$ cat src/rtl/dmem_pkg.sv
// Shared types and constants for the data-memory arbiter.
package dmem_pkg;

   // Arbiter top-level states: zero-fill sweep, then normal service
   typedef enum logic {
      INIT  = 1'b0,
      SERVE = 1'b1
   } state_t;

   // Requester identifiers, also used as bit indices into req/gnt vectors
   localparam logic M0 = 1'b0;
   localparam logic M1 = 1'b1;

   // Default geometry: 1024 x 32 single-port memory
   localparam int DEF_ADDR_W = 10;
   localparam int DEF_DATA_W = 32;

endpackage : dmem_pkg

$ cat src/rtl/dmem_arbiter_rr_arb2.sv
// Two-way round-robin grant: on a tie the requester that was not granted
// last wins; a lone request is granted directly. Purely combinational.
module rr_arb2
   import dmem_pkg::*;
(
   input  logic [1:0] req,
   input  logic       last,
   input  logic       en,
   output logic [1:0] gnt
);

   // One-hot (or zero) grant from the current requests and last winner
   always_comb begin
      gnt = '0;
      if (en) begin
         unique case (req)
            2'b01:   gnt = 2'b01;
            2'b10:   gnt = 2'b10;
            2'b11:   gnt = (last == M1) ? 2'b01 : 2'b10;
            default: gnt = '0;
         endcase
      end
   end

endmodule : rr_arb2

$ cat src/rtl/dmem_arbiter.sv
// Data-memory arbiter: shares one single-port memory between the CPU
// load/store port (m0) and the debug/loader port (m1). Clears the memory
// after reset, then serves requests with round-robin arbitration and a
// one-cycle registered read return.
module dmem_arbiter
   import dmem_pkg::*;
#(
   parameter int ADDR_W     = DEF_ADDR_W,
   parameter int DATA_W     = DEF_DATA_W,
   parameter int INIT_CLEAR = 1
)(
   input  logic              clk,
   input  logic              rst,

   input  logic              m0_req,
   input  logic              m0_we,
   input  logic [ADDR_W-1:0] m0_addr,
   input  logic [DATA_W-1:0] m0_wdata,
   output logic              m0_gnt,
   output logic              m0_rvalid,
   output logic [DATA_W-1:0] m0_rdata,

   input  logic              m1_req,
   input  logic              m1_we,
   input  logic [ADDR_W-1:0] m1_addr,
   input  logic [DATA_W-1:0] m1_wdata,
   output logic              m1_gnt,
   output logic              m1_rvalid,
   output logic [DATA_W-1:0] m1_rdata,

   output logic [ADDR_W-1:0] mem_addr,
   output logic [DATA_W-1:0] mem_wdata,
   output logic              mem_wr,
   input  logic [DATA_W-1:0] mem_rdata,

   output logic              init_done
);

   localparam state_t RST_STATE = (INIT_CLEAR != 0) ? INIT : SERVE;

   state_t            state;
   logic [ADDR_W-1:0] clr_cnt;
   logic [ADDR_W-1:0] addr_hold;
   logic              last_gnt;
   logic [1:0]        req;
   logic [1:0]        gnt;
   logic              arb_en;
   logic              sweeping;

   assign req      = {m1_req, m0_req};
   // Gating with rst keeps the memory and requesters quiet while reset is held
   assign arb_en   = rst && (state == SERVE);
   assign sweeping = rst && (state == INIT);

   rr_arb2 u_arb (
      .req  (req),
      .last (last_gnt),
      .en   (arb_en),
      .gnt  (gnt)
   );

   assign m0_gnt = gnt[M0];
   assign m1_gnt = gnt[M1];

   // Memory port mux: sweep writes, winner's access, or hold the address
   always_comb begin
      mem_addr  = addr_hold;
      mem_wdata = '0;
      mem_wr    = 1'b0;
      if (sweeping) begin
         mem_addr = clr_cnt;
         mem_wr   = 1'b1;
      end else if (gnt[M0]) begin
         mem_addr  = m0_addr;
         mem_wdata = m0_wdata;
         mem_wr    = m0_we;
      end else if (gnt[M1]) begin
         mem_addr  = m1_addr;
         mem_wdata = m1_wdata;
         mem_wr    = m1_we;
      end
   end

   // Control FSM: zero-fill sweep of every word, then serve requests
   always_ff @(posedge clk or negedge rst) begin
      if (!rst) begin
         state     <= RST_STATE;
         clr_cnt   <= '0;
         init_done <= 1'b0;
      end else begin
         unique case (state)
            INIT: begin
               clr_cnt <= clr_cnt + 1'b1;
               if (clr_cnt == '1) begin
                  state     <= SERVE;
                  init_done <= 1'b1;
               end
            end
            SERVE: begin
               init_done <= 1'b1;
            end
            default: begin
               state <= RST_STATE;
            end
         endcase
      end
   end

   // Remember the last driven address so an idle cycle does not move it
   always_ff @(posedge clk or negedge rst) begin
      if (!rst) begin
         addr_hold <= '0;
      end else begin
         addr_hold <= mem_addr;
      end
   end

   // Round-robin history: record the winner on every grant
   always_ff @(posedge clk or negedge rst) begin
      if (!rst) begin
         last_gnt <= M1;
      end else if (|gnt) begin
         last_gnt <= gnt[M1] ? M1 : M0;
      end
   end

   // Read return: capture memory data at the end of a read grant
   always_ff @(posedge clk or negedge rst) begin
      if (!rst) begin
         m0_rvalid <= 1'b0;
         m0_rdata  <= '0;
         m1_rvalid <= 1'b0;
         m1_rdata  <= '0;
      end else begin
         m0_rvalid <= gnt[M0] && !m0_we;
         m1_rvalid <= gnt[M1] && !m1_we;
         if (gnt[M0] && !m0_we) begin
            m0_rdata <= mem_rdata;
         end
         if (gnt[M1] && !m1_we) begin
            m1_rdata <= mem_rdata;
         end
      end
   end

   // Grant sanity: at most one winner, and only for an active request
   always_ff @(posedge clk) begin
      if (rst) begin
         assert ($onehot0(gnt)) else $error("grant not one-hot: %b", gnt);
         assert ((gnt & ~req) == 2'b00) else $error("grant without request: %b", gnt);
      end
   end

endmodule : dmem_arbiter

$ cat config.mk
export PLATFORM = sky130hd
export DESIGN_NAME = dmem_arbiter
export DESIGN_NICKNAME = d
export VERILOG_FILES = /design/src/rtl/dmem_pkg.sv /design/src/rtl/dmem_arbiter_rr_arb2.sv /design/src/rtl/dmem_arbiter.sv
export SDC_FILE = /design/constraint.sdc
export NUM_CORES = 1
export LEC_CHECK = 0
export CORE_ASPECT_RATIO = 1.2
export CORE_MARGIN = 10
export CORE_UTILIZATION = 38
export DETAILED_ROUTE_END_ITERATION = 6
export GPL_TIMING_DRIVEN = 0
export PLACE_DENSITY = 0.89
export SLEW_MARGIN = 20
export SYNTH_ARGS = -nofsm -noshare
export SYNTH_HDL_FRONTEND = slang
export SYNTH_SLANG_ARGS = --single-unit
$ cat constraint.sdc
create_clock -name clk -period 2.07 [get_ports clk]
set_input_delay 0.5175 -clock clk [delete_from_list [all_inputs] [get_ports clk]]
set_output_delay 0.5175 -clock clk [all_outputs]
set_load 0.05 [all_outputs]
Yosys cells after proc, flatten, opt, wreduce, memory -nomap -nowiden. Cells that the tools add are included. Widths: inputs -> output; s select.

Add/subtract/negate cells: 1. $mul: 0. Div/mod/pow operators: 0. Magnitude comparators: 0. Equality and inequality tests: 5. Shift operators: 0. Muxes and demuxes: 17. Bitwise gates (word level): 1. Reductions and logical operators: 7.

Operators by type and width (count): $mux 32 (3); $mux 10 (3); $add 10x1->10 const B (1); $eq 10x10->1 const B (1); $mux 1 (7); $pmux 2 s3 (1); $eq 2x2->1 const B (2); $logic_and 1x1->1 (4); $mux 2 (2); $eq 2x1->1 const B (1); $logic_not 1->1 (2); $ne 2x1->1 const B (1); $pmux 1 s2 (1); $reduce_or 2->1 (1); $not 1->1 (1).

Bits in registers: 89. Bits in latches: 0. Memory bits (writable): 0. ROM bits: 0. Input bits: 122. Output and inout bits: 112. Word-level logic and storage cells: 40. Memories: 0.

Depth between registers and ports, before layout. Gate-level depths: netlist (run 1).

Word-level depth: 6. Depth in mapped cells: 6. Gate-level depth less buffers: 5.

Modules after synthesis. From an unflattened synthesis (run 1), not the netlist that was laid out.

Cell total of the unflattened synthesis: 324. Area total of the unflattened synthesis: 4192.8 µm².

By module, submodules not included: dmem_arbiter (times used 1, cells an instance 319, area an instance 4171.5 µm², seq. area each 2228.4 µm²); rr_arb2 (times used 1, cells an instance 5, area an instance 21.3 µm², seq. area each 0.0 µm²).

Least setup slack after synthesis (run 1). No wires, ideal clock.

Kind: in2out. Start: in m1_req. End: out mem_addr[2]. Arrival time: 2.497 ns. Data required time: 1.553 ns. Slack: -0.944 ns. Stages: 5. Path buffers: 1. Cell sequence: nor2b_1 -> nor3b_4 -> clkbuf_1 -> a211oi_1 -> o21ai_0.

Cells in the longest elaborated chain, start to end: 6. Elaborated cells between the ends (all ways): 8. Those cells by class: eq/ne: 3; mux: 5.

RTL lines: from (decl) (line dmem_arbiter.sv:23) `input logic m1_req,`; $eq 2x2->1 / $eq 2x1->1 (equally long branches) (line dmem_arbiter_rr_arb2.sv:16) `unique case (req)`; $pmux 2 s3 * (line dmem_arbiter_rr_arb2.sv:16); $mux 2 * (line dmem_arbiter_rr_arb2.sv:15) `if (en) begin`; $mux 10 (line dmem_arbiter.sv:77) `end else if (gnt[M1]) begin`; $mux 10 * (line dmem_arbiter.sv:73) `end else if (gnt[M0]) begin`; $mux 10 * (line dmem_arbiter.sv:70) `if (sweeping) begin`; to (decl) (line dmem_arbiter.sv:31) `output logic [ADDR_W-1:0] mem_addr,`.

Mark *: on every way between the ends. The rest lies on a longest branch, timed or not.

Final worst setup path (run 1).
Start: reg last_gnt. End: out mem_addr[4].

Cells in the longest elaborated chain, start to end: 6.

RTL lines: from (decl) (line dmem_arbiter.sv:44) `logic last_gnt;`; from (signal assigned) (line dmem_arbiter.sv:123) `last_gnt <= gnt[M1] ? M1 : M0;`; $mux 2 * (line dmem_arbiter_rr_arb2.sv:19) `2'b11: gnt = (last == M1) ? 2'b01 : 2'b10;`; $pmux 2 s3 * (line dmem_arbiter_rr_arb2.sv:16); $mux 2 * (line dmem_arbiter_rr_arb2.sv:15); $mux 10 (line dmem_arbiter.sv:77); $mux 10 * (line dmem_arbiter.sv:73); $mux 10 * (line dmem_arbiter.sv:70).

Marks and branches as above.

==> flow_metrics.env, run 1 <==
export IMPL_maxCapViolCount=0
export IMPL_synthAdderAreaFrac=0.00311
export IMPL_period_needed_ns=2.50
export IMPL_crit_type="reg2out"
export IMPL_syn_nets=433
export IMPL_grt_setup_unrepaired="yes"
export IMPL_skew_ns=0.00624
export IMPL_violations="negative setup slack"
export IMPL_cts_buffer_depth=2
export IMPL_tightestPinTransition_ns=0.731
export IMPL_yosysUniqueCellTypes=32
export IMPL_synth_top_family_by_area="multiplexers"
export IMPL_antenna_found_initial=0
export IMPL_max_stage_delay_ns=0.58
export IMPL_drt_initial_drc_count=163
export IMPL_drcViolationCount=0
export IMPL_r2r_start="last_gnt$_DFFE_PN1P_"
export IMPL_arrival_ns=1.99
export IMPL_ys_seq_area_frac=0.553
export IMPL_rows=41
export IMPL_wl_per_cell_um=24.1
export IMPL_synth_area_per_cell_um2=13.0
export IMPL_h_tree_depth=3
export IMPL_area_delta_synth_final_pct=100
export IMPL_synthMuxAreaShare=0.182
export IMPL_hold_violations=0
export IMPL_wl_mm=17.2
export IMPL_synthSimpleGateAreaFrac=0.0851
export IMPL_cts_inserted_buffers=9
export IMPL_die_area_um2=15100
export IMPL_fin_crit_sh=1.21
export IMPL_synth_ff_type="dfrtp_1"
export IMPL_clockRootBuffer="clkbuf_16"
export IMPL_synth_edf_count=0
export IMPL_regArea_um2=2230
export IMPL_cp_data_required_time_ns=1.55
export IMPL_synth_xor_area_frac=0.0196
export IMPL_grt_max_degree=30
export IMPL_grt_use_total=0.202
export IMPL_r2r_end="m0_rdata[8]$_DFFE_PN0P_"
export IMPL_grt_first_pass_wirelength_mm=24.4
export IMPL_async_reset_ff_frac=1.00
export IMPL_core_area_um2=10500
export IMPL_hp_class="in2async"
export IMPL_yosysWarnings=0
export IMPL_setup_ws_ns=-0.433
export IMPL_tns_ns=-16.94
export IMPL_status="complete, but fails checks"
export IMPL_cts_sinks=89
export IMPL_route_vias_total=3769
export IMPL_synth_seq_cells=89
export IMPL_netlist_instances=310
export IMPL_start_util=0.385
export IMPL_clk_latency_ns=0.34
export IMPL_io_pins=234
export IMPL_crit_fanout=5
export IMPL_final_core_util=0.770
export IMPL_finalMaxSlewViolations=0
export IMPL_nets=705
export IMPL_first_pass_iters=4
export IMPL_placed_area_um2=6850
export IMPL_port_buffer_count=233
export IMPL_startpoint_type="flip-flop"
export IMPL_overflow=0
export IMPL_peakVddDrop_uv=380
export IMPL_setup_violations_final=77
export IMPL_netlist_area_um2=4030
export IMPL_synth_top_area_frac=0.547
export IMPL_crit_path_end_kind="primary output"
export IMPL_die_y_um=133
export IMPL_via_per_inst=5.26
export IMPL_nFillCells=594
export IMPL_total_power_w=0.00387
export IMPL_grt_pass1_vias=4086
export IMPL_crit_slowest_cell="dfstp_2"
export IMPL_max_freq_mhz=399
export IMPL_synth_compound_area_share=0.124
export IMPL_path_cells="nor2b_4 > clkbuf_8 > or3b_4 > a21boi_2 > o21ai_4 > buf_8"
export IMPL_layout_drive_gt1_share=0.438
export IMPL_power_density_nw_per_um2=480
export IMPL_synth_top_area_cell="dfrtp_1"
export IMPL_die_x_um=114
export IMPL_dp_slack_ns=-1.80
export IMPL_multiInputGateArea_um2=2220
export IMPL_r2r_setup_slack_ns=-0.10
export IMPL_n_antenna_cell=0
export IMPL_cts_tree="done"
export IMPL_drtAntennaViolNets=0
export IMPL_slew_headroom=0.511
export IMPL_synthTopCellsByArea="dfrtp_1, mux2_2, mux2_1"
export IMPL_r2r_cells=9
export IMPL_clk_pin_slew_worst_paths_ns=0.06
export IMPL_leakagePower_nw=4.09
export IMPL_finalWeightedCongestion=0.921
export IMPL_final_area_um2=8060
export IMPL_dp_hpwl_mm=11.8
## what timing repair did
item                                    CTS  global route
resized for setup                       365            83
gates cloned                              6             4
hold buffers                              1             0
buffers inserted                          6            10
pin swaps                                28             6
endpoints found under the hold margin    16             0
endpoints found under the setup margin  120           118
## report_power, final
part | internal [W] | total, W | switching [W]
logic | 0.000309 | 0.000487 | 0.000178
registers | 0.00175 | 0.00175 | 0.00000602
clock network | 0.000934 | 0.00163 | 0.000697
## how the worst max path moves through the flow
stage	slack (ns)	end	start
2_1_floorplan	-0.03	mem_addr[2]	m1_req
3_3_place_gp	-4.77	mem_addr[2]	rst
3_5_place_dp	-1.80	mem_addr[5]	rst
4_1_cts	-0.37	mem_addr[3]	last_gnt$_DFFE_PN1P_
5_1_grt	-0.47	mem_addr[4]	last_gnt$_DFFE_PN1P_
6_report	-0.43	mem_addr[4]	last_gnt$_DFFE_PN1P_
## per-layer routing
metal  global-route usage  up-vias  part of all wire
li1                     -     1678                 -
met1                0.232     1898              0.38
met2                0.355      159              0.54
met3               0.0624       34             0.063
met4               0.0467        0             0.020
met5                    0        -                 0
## synthesized netlist by cell type (4+ instances only)
master,number
dfrtp_1,88
mux2_2,36
a22o_1,32
mux2_1,29
clkbuf_1,16
nand2_1,16
and3_1,11
a211oi_1,10
a21boi_0,10
o21ai_0,10
or3b_2,10
xnor2_1,6
nor2_1,5
buf_4,4
## final cells by class
type,count,area share
Tap cell,129,0.0200
Multi-Input combinational cell,196,0.276
Inverter,1,0.00109
Clock inverter,7,0.00854
Sequential cell,89,0.276
Buffer,24,0.0345
Timing Repair Buffer,261,0.356
Clock buffer,9,0.0279
## placed cells by master (no fill, tap or decap), types with 2 or more instances in the layout
master | netlist | routed
buf_6 | 3 | 27
clkbuf_16 | 0 | 15
xnor2_1 | 6 | 6
a211oi_4 | 0 | 6
clkbuf_1 | 16 | 3
nand4_1 | 2 | 2
bufbuf_16 | 0 | 3
nand2_1 | 16 | 13
buf_8 | 0 | 14
a211oi_2 | 0 | 4
and3_1 | 11 | 8
clkinvlp_4 | 0 | 2
nand2_2 | 0 | 2
dfrtp_1 | 88 | 88
xor2_1 | 3 | 3
buf_4 | 4 | 30
nor2_1 | 5 | 5
clkbuf_4 | 0 | 2
a21boi_4 | 0 | 7
a22o_2 | 0 | 24
nor2b_4 | 0 | 2
mux2_2 | 36 | 36
o21ai_4 | 0 | 10
mux2_1 | 29 | 4
a21boi_2 | 0 | 3
a22o_4 | 0 | 8
or3b_4 | 0 | 10
clkinv_2 | 0 | 3
clkdlybuf4s50_1 | 0 | 161
nand3_1 | 3 | 3
and3_4 | 0 | 3
dlymetal6s2s_1 | 0 | 24
clkbuf_8 | 0 | 8
buf_16 | 0 | 2
mux2_4 | 0 | 25
## logic make-up (layout without fill, tap and decap cells)
group / Yosys count / in the layout
flops: 89 / 89
xor+xnor: 9 / 9
simple gates: 57 / 57
compound gates: 64 / 64
mux: 65 / 65
buf+inv: 25 / 302
fa+ha+maj: 1 / 1
## worst max-delay path: cells and delay by family, from the launching register on
family | cells | cell delay [ns]
DFF | 1 | 0.58
and+or+nand+nor | 2 | 0.44
buffers and inverters | 2 | 0.31
AOI/OAI and AO/OA | 2 | 0.31
## state kept, by name, summed over array words and instances (netlist names)
register,flops
state,1
clr_cnt,10
m1_rdata,32
m1_rvalid,1
init_done,1
addr_hold,10
m0_rdata,32
m0_rvalid,1
last_gnt,1
## stage by stage
step	hold WS (ns)	std cells
6_report	0.108	716
5_1_grt	0.0961	716
4_1_cts	0.104	702
3_5_place_dp	0.461	673
3_3_place_gp	0.460	672
2_1_floorplan	0.222	310
Power figures use the tool's default switching activity.
==> run 2, diff against run 1 <==
- SLEW_MARGIN: 20 -> unset
==> results of run 2 <==
Same layout as run 1: the final DEF is identical, and so are final timing and power.
==> run 3, diff against run 2 <==
- PLACE_DENSITY: 0.89 -> 0.81
==> run 3 against run 2 <==
The run still ends with negative setup slack left. Flip-flop and latch count unchanged. Count of clock-buffer cells in the layout increased by 4. Total power increased by 2.9%. Cell area increased by 1.9%. Critical path depth unchanged. Sequential share of layout area decreased by 0.52 points. Via count decreased by 1.1%. Setup slack improved by 0.00057 ns. Largest cell class unchanged. Combinational power increased by 2%. Clock skew increased by 0.00099 ns. First-iteration DRC count increased by 34%.
==> flow_metrics.env, run 3 (synthesis gave the netlist of run 1 again) <==
export IMPL_crit_path_end_kind="primary output"
export IMPL_wl_mm=18.0
export IMPL_die_y_um=133
export IMPL_setup_violations_final=74
export IMPL_n_antenna_cell=0
export IMPL_multiInputGateArea_um2=2300
export IMPL_nFillCells=598
export IMPL_cts_tree="done"
export IMPL_clk_pin_slew_worst_paths_ns=0.07
export IMPL_setup_ws_ns=-0.433
export IMPL_regArea_um2=2230
export IMPL_clk_latency_ns=0.34
export IMPL_overflow=0
export IMPL_power_density_nw_per_um2=484
export IMPL_startpoint_type="flip-flop"
export IMPL_via_per_inst=5.24
export IMPL_wl_per_cell_um=25.3
export IMPL_max_stage_delay_ns=0.60
export IMPL_grt_pass1_vias=4051
export IMPL_h_tree_depth=3
export IMPL_final_cell_mix="clkdlybuf4s50_1, dfrtp_1, buf_6, mux2_2, mux2_4"
export IMPL_total_power_w=0.00398
export IMPL_hold_violations=0
export IMPL_nets=700
export IMPL_first_pass_iters=5
export IMPL_grt_max_degree=29
export IMPL_antenna_found_initial=0
export IMPL_area_delta_synth_final_pct=104
export IMPL_maxCapViolCount=0
export IMPL_path_cells="nor2b_4 > clkbuf_8 > or3b_4 > a21boi_4 > o21ai_4 > buf_6"
export IMPL_grt_first_pass_wirelength_mm=25.2
export IMPL_drt_initial_drc_count=218
export IMPL_finalMaxSlewViolations=0
export IMPL_io_pins=234
export IMPL_layout_drive_gt1_share=0.442
export IMPL_cts_sinks=89
export IMPL_drcViolationCount=0
export IMPL_cts_inserted_buffers=9
export IMPL_grt_setup_unrepaired="yes"
export IMPL_core_area_um2=10500
export IMPL_arrival_ns=1.99
export IMPL_fin_hold_ws_ns=0.0984
export IMPL_crit_fanout=5
export IMPL_clockRootBuffer="clkbuf_16"
export IMPL_period_needed_ns=2.50
export IMPL_hp_class="in2async"
export IMPL_port_buffer_count=233
export IMPL_grt_use_total=0.213
export IMPL_die_x_um=114
export IMPL_reg_largest_list="m0_rdata (32), m1_rdata (32)"
export IMPL_peakVddDrop_uv=338
export IMPL_fin_cells=711
export IMPL_skew_ns=0.00723
export IMPL_dp_cells=673
export IMPL_rows=41
export IMPL_status="complete, but fails checks"
export IMPL_leakagePower_nw=4.22
export IMPL_crit_slowest_cell="dfstp_2"
export IMPL_start_util=0.385
export IMPL_dp_hpwl_mm=12.3
export IMPL_cts_buffer_depth=2
export IMPL_violations="negative setup slack"
export IMPL_cp_data_required_time_ns=1.55
export IMPL_r2r_setup_slack_ns=-0.05
export IMPL_critical_path_depth=6
export IMPL_r2r_cells=9
export IMPL_drtAntennaViolNets=0
export IMPL_crit_type="reg2out"
export IMPL_max_freq_mhz=400
export IMPL_final_core_util=0.785
export IMPL_fin_crit_sh=1.21
export IMPL_dp_slack_ns=-1.81
export IMPL_critPathTopFamily="flip-flops"
export IMPL_route_vias_total=3727
export IMPL_finalWeightedCongestion=0.903
export IMPL_tightestPinTransition_ns=0.783
export IMPL_die_area_um2=15100
export IMPL_crit_buf_inv=2
export IMPL_slew_headroom=0.476
export IMPL_layout_commonest_cell="clkdlybuf4s50_1"
-- run 3: changes by cell type in the layout (fill, tap and decap cells not counted), moves of 5 or more --
| cell | delta |
|---|---|
| buf_12 | +6 |
| buf_4 | -18 |
| buf_6 | +11 |
| clkdlybuf4s50_1 | -9 |
| dlygate4sd2_1 | +5 |
-- run 3: path summary, 6_finish.rpt --
path | start | to
max | last_gnt$_DFFE_PN1P_ | mem_addr[9]
min | rst | addr_hold[8]$_DFF_PN0_
max reg2reg | last_gnt$_DFFE_PN1P_ | m0_rdata[2]$_DFFE_PN0P_
min reg2reg | init_done$_DFFE_PN0P_ | init_done$_DFFE_PN0P_
max in group asynchronous | rst | m0_rdata[27]$_DFFE_PN0P_
min in group clk | init_done$_DFFE_PN0P_ | init_done$_DFFE_PN0P_
-- run 3: metrics by stage --
stage | TNS, ns | cell area, um2
final | -16.14 | 8220
after global routing | -21.35 | 8220
after global placement | -729.39 | 6830
after detailed placement | -130.52 | 6850
after floorplan | -0.433 | 4330
after CTS | -14.01 | 7730
-- run 3: cell type report --
type,instances,share of cell area
Clock inverter,3,0.00579
Tap cell,129,0.0196
Multi-Input combinational cell,196,0.280
Inverter,1,0.00137
Buffer,24,0.0369
Sequential cell,89,0.271
Clock buffer,13,0.0329
Timing Repair Buffer,256,0.352
-- run 3: layer usage --
layer  track usage  up-vias  wire length, um
li1              -     1670                -
met1         0.260     1887             6920
met2         0.360      152             9460
met3        0.0733       18             1340
met4        0.0328        0              257
met5             0        -                0
-- run 3: report_power, final --
group	internal (W)	leakage, nW	switching [W]	total (W)
Sequential	0.00175	1.21	0.00000573	0.00175
Combinational	0.000313	2.85	0.000183	0.000495
Clock	0.00104	0.156	0.000693	0.00173
-- run 3: repair_timing --
action                                 4_1_cts  5_1_grt
resized for setup                          388      104
setup endpoints to repair                  125      102
buffers inserted                             7        4
pin swaps                                   30        7
endpoints found under the hold margin       17        0
gates cloned                                 7        3
hold buffers                                 1        0
